===== src/rtl/keypad_scanner.sv =====
// 4x4 keypad scanner: column drive, two-flop row synchronizer, per-scan key
// capture and scan-level debounce, producing a stable key code and press strobe.
module keypad_scanner #(
  parameter int SCAN_DIV       = 100,
  parameter int DEBOUNCE_SCANS = 4
) (
  input  logic       clk,
  input  logic       rst,
  input  logic [3:0] rows_in,
  output logic [3:0] cols_out,
  output logic [7:0] cur_key,
  output logic       strobe
);

  localparam int DW = $clog2(SCAN_DIV);
  localparam int CW = $clog2(DEBOUNCE_SCANS + 1);
  localparam logic [DW-1:0] DWELL_LAST = DW'(SCAN_DIV - 1);
  localparam logic [CW-1:0] CNT_MAX    = CW'(DEBOUNCE_SCANS);

  logic [3:0]    rows_meta;
  logic [3:0]    rows_s;
  logic [DW-1:0] dwell;
  logic [1:0]    col_idx;
  logic [7:0]    acc;
  logic          invalid;
  logic [7:0]    cand;
  logic [CW-1:0] cnt;

  logic          sample;
  logic          end_scan;
  logic          multi_row;
  logic [7:0]    acc_nxt;
  logic          inv_nxt;
  logic [7:0]    raw;
  logic [7:0]    cand_nxt;
  logic [CW-1:0] cnt_nxt;
  logic          accept;

  assign cols_out = 4'b1000 >> col_idx;

  // The end-of-scan evaluation folds in the column-3 sample taken in the same
  // cycle, so the raw code is built from the accumulator's next value.
  always_comb begin
    // NOTE: every always_comb output gets a default first so no path can
    // leave it unassigned and infer a latch.
    acc_nxt   = acc;
    inv_nxt   = invalid;
    sample    = (dwell == DWELL_LAST);
    end_scan  = sample && (col_idx == 2'd3);
    multi_row = (rows_s & (rows_s - 4'd1)) != 4'd0;

    if (sample && (rows_s != 4'd0)) begin
      if (acc == 8'd0) acc_nxt = {rows_s, cols_out};
      else             inv_nxt = 1'b1;
      if (multi_row)   inv_nxt = 1'b1;
    end

    raw = inv_nxt ? 8'd0 : acc_nxt;

    if (raw == cand) begin
      cand_nxt = cand;
      cnt_nxt  = (cnt == CNT_MAX) ? cnt : cnt + CW'(1);
    end else begin
      cand_nxt = raw;
      cnt_nxt  = CW'(1);
    end

    accept = (cnt_nxt == CNT_MAX) && (cand_nxt != cur_key);
  end

  always_ff @(posedge clk) begin
    // NOTE: state uses non-blocking assignments so every flop samples the
    // pre-edge values; reset is synchronous and clears every flop here.
    if (rst) begin
      rows_meta <= 4'd0;
      rows_s    <= 4'd0;
      dwell     <= '0;
      col_idx   <= 2'd0;
      acc       <= 8'd0;
      invalid   <= 1'b0;
      cand      <= 8'd0;
      cnt       <= '0;
      cur_key   <= 8'd0;
      strobe    <= 1'b0;
    end else begin
      rows_meta <= rows_in;
      rows_s    <= rows_meta;
      strobe    <= 1'b0;

      if (sample) begin
        dwell   <= '0;
        col_idx <= col_idx + 2'd1;
      end else begin
        dwell   <= dwell + DW'(1);
      end

      if (end_scan) begin
        acc     <= 8'd0;
        invalid <= 1'b0;
        cand    <= cand_nxt;
        cnt     <= cnt_nxt;
        if (accept) begin
          cur_key <= cand_nxt;
          strobe  <= (cand_nxt != 8'd0);
        end
      end else begin
        acc     <= acc_nxt;
        invalid <= inv_nxt;
      end
    end
  end

endmodule


===== config.mk =====
export PLATFORM = sky130hd
export DESIGN_NAME = keypad_scanner
export DESIGN_NICKNAME = d
export VERILOG_FILES = /design/src/rtl/keypad_scanner.sv
export SDC_FILE = /design/constraint.sdc
export NUM_CORES = 1
export LEC_CHECK = 0
export CAP_MARGIN = 0
export CORE_MARGIN = 1
export CORE_UTILIZATION = 42
export CTS_CLUSTER_DIAMETER = 40
export DETAILED_ROUTE_END_ITERATION = 8
export PLACE_DENSITY = 0.63
export SETUP_SLACK_MARGIN = 0.2
export SLEW_MARGIN = 30
export SYNTH_ARGS = -nofsm -noshare
export SYNTH_HDL_FRONTEND = slang
export SYNTH_SLANG_ARGS = --single-unit

===== constraint.sdc =====
create_clock -name clk -period 6.4 [get_ports clk]
set_input_delay 1.28 -clock clk [delete_from_list [all_inputs] [get_ports clk]]
set_output_delay 1.28 -clock clk [all_outputs]
set_load 0.02 [all_outputs]

==> results.tsv <==
metric	value	unit
CTS tree	built	
CP Data Arrival Time	4120	ps
syn avg cell area	8.861	um^2
setup repair bufs after CTS	0	
pin count of the biggest net entering global routing	41	
critical-path maximum fanout	18	
max_cap viols	0	
number of flops mapped to enable cells by yosys	0	
ANT nets after route	0	
RSZ-0062 raised after global routing	false	
top cell type's share of synthesized area	34.18	%
synth cell count leaders	46 x dfxtp_1, 29 x nor2_1, 20 x nand2_1	
die height	82.09	um
M2 GR Usage	32.07	%
IO Port Bufs	18	
headroom to the max-slew limit	39.31	%
fin crit period	3916	ps
Power Density	168.9	nW/um^2
global-route wire length before repair	10230	um
Iter 0 DRT Violations	167	
met3 Usage GRT	3.444	%
TritonCTS sink count	46	
Synth area leaders	dfxtp_1 34%, nor2_1 4.0%, ha_1 3.3%	
Final Slew Violations	0	
IO Pins	19	
Routed WL per cell	15.64	um
yosys warns	0	
Worst Path Required	6600	ps
Die Wd	82.09	um
library cells used by synthesis	64	
initial antenna violation count	0	
clock buffer depth	2	
LEAKAGE	0.001061	uW
H-Tree Depth	2	
diode count	0	
Final HPWL DP	4373	um
Setup violations, final	0	
global placement routability congestion	0.8540	
clock slew at reported path FFs	100	ps
outcome	complete, no violations	
vias post-DR	2257	
# rows	28	
Hold Fails Final Rpt	0	
All-Layer GR Usage	19.89	%
most used routing layer	met2	
Synth Cell Area	2694	um^2
Synth Flop Type	dfxtp_1	
Hold Crit Class	flip-flop to flip-flop	
highest clock rate	255.3	MHz
Post-Syn Nets	317	
setup TNS	0	ps
layout cells sized above 1	11.22	%
Layout area overhead	9.289	%
CP endpoint kind	flip-flop	
TritonCTS Buffers	5	
Synth Instances	304	
die area	6738	um^2
post-cts sizing count	0	
vias in the first global route	2065	
WS Path Type	flip-flop to flip-flop	
Worst Tran Pin Value	902.9	ps
final core utilization	48.58	%
Synth Register Bits	46	
GRT met1 Usage	26.59	%
Starting Density	44.45	%
core footprint	6061	um^2
Pre-antenna DRT Iters	4	
CTS hold repair buffers	0	
detailed-route DRC error count	0	
R2R cell count	8	
ys async rst share	0	%
worst slack at placement	2584	ps
Peak supply drop	105.8	uV
most common cell in the netlist	dfxtp_1	
Clock Latency Late Sink	310	ps
fin nets	324	
post-synthesis sequential area ratio	34.18	%
GRT Residual Overflow	0	
hold path cells	1	
Setup Skew	14.76	ps
fin crit share	61.19	%
Via density	5.832	
Critical Path Source Type	flip-flop	
clock root cell	clkbuf_8	
DRT Wirelength	6052	um
Setup WS post-layout	2484	ps
area leader, netlist	dfxtp_1	
## layout make-up
cell class / count / area, um^2
Clock buffer: 5 / 68.82
Clock inverter: 3 / 25.02
Fill cell: 590 / 3117
Inverter: 8 / 30.03
Multi-Input combinational cell: 231 / 1618
Sequential cell: 46 / 920.9
Tap cell: 75 / 93.84
Timing Repair Buffer: 19 / 187.7
## flip-flops by register name (all words and copies together), names as in the netlist
signal / flops
acc: 8
cand: 8
cur_key: 8
dwell: 7
rows_meta: 4
rows_s: 4
cnt: 3
col_idx: 2
invalid: 1
strobe: 1
## cell families after synthesis
family	synth area share [%]
compound gates	20.02
xor+xnor	2.926
fa+ha+maj	3.251
buf+inv	5.759
flops	34.18
mux	3.716
simple gates	30.14
## cell usage in the layout, fill, tap and decap left out, types with 5 or more instances in the layout
master / count
clkdlybuf4s50_1: 18
ha_1: 7
nor2_1: 29
nor2b_1: 14
clkbuf_8: 5
xor2_1: 5
nand2_1: 20
nand2b_1: 6
nor3_1: 12
inv_1: 8
a21oi_1: 14
nor3b_1: 6
dfxtp_1: 46
o21ai_0: 5
a211oi_1: 9
mux2i_1: 7
nand3_1: 16
## power by group
group	switching, uW	internal (uW)
clock	108	79.0
sequential	2.61	290
combinational	8.69	8.71
total	119	378
## per-stage QoR
stage / cell area [um^2] / cells / hold slack, ps / total power, uW
5_1_grt: 2944 / 387 / 466.9 / 518.3
3_5_place_dp: 2850 / 379 / 426.6 / 316.8
2_1_floorplan: 2694 / 304 / 413.8 / 310.6
3_3_place_gp: 2850 / 379 / 419.3 / 316.8
4_1_cts: 2944 / 387 / 450.4 / 504.4
6_report: 2944 / 387 / 444.8 / 497.1
## metal layers
metal / vias to the layer above / share of wire (%)
met5: - / 0
met4: 0 / 1.8
met3: 9 / 4.5
met2: 53 / 46
met1: 1046 / 48
li1: 1149 / -
## worst max-delay path: stages (launching register included)
cell and delay (ps):
dfxtp_1 370, nor4_2 820, o211ai_1 380, a21oi_4 540, nand4_1 280, a32oi_4 330
nand4_4 160, or3_1 580, mux2_4 340
## final timing paths
path,slack [ps],endpoint,from
worst max-delay path,2480,cur_key[3]$_SDFFE_PP0P_,acc[1]$_SDFF_PP0_
worst min-delay path,440,rows_s[3]$_SDFF_PP0_,rows_meta[3]$_SDFF_PP0_
worst max register to register,2480,cur_key[3]$_SDFFE_PP0P_,acc[1]$_SDFF_PP0_
worst min register to register,440,rows_s[3]$_SDFF_PP0_,rows_meta[3]$_SDFF_PP0_
Note: power is estimated with default switching activity, not from simulation.
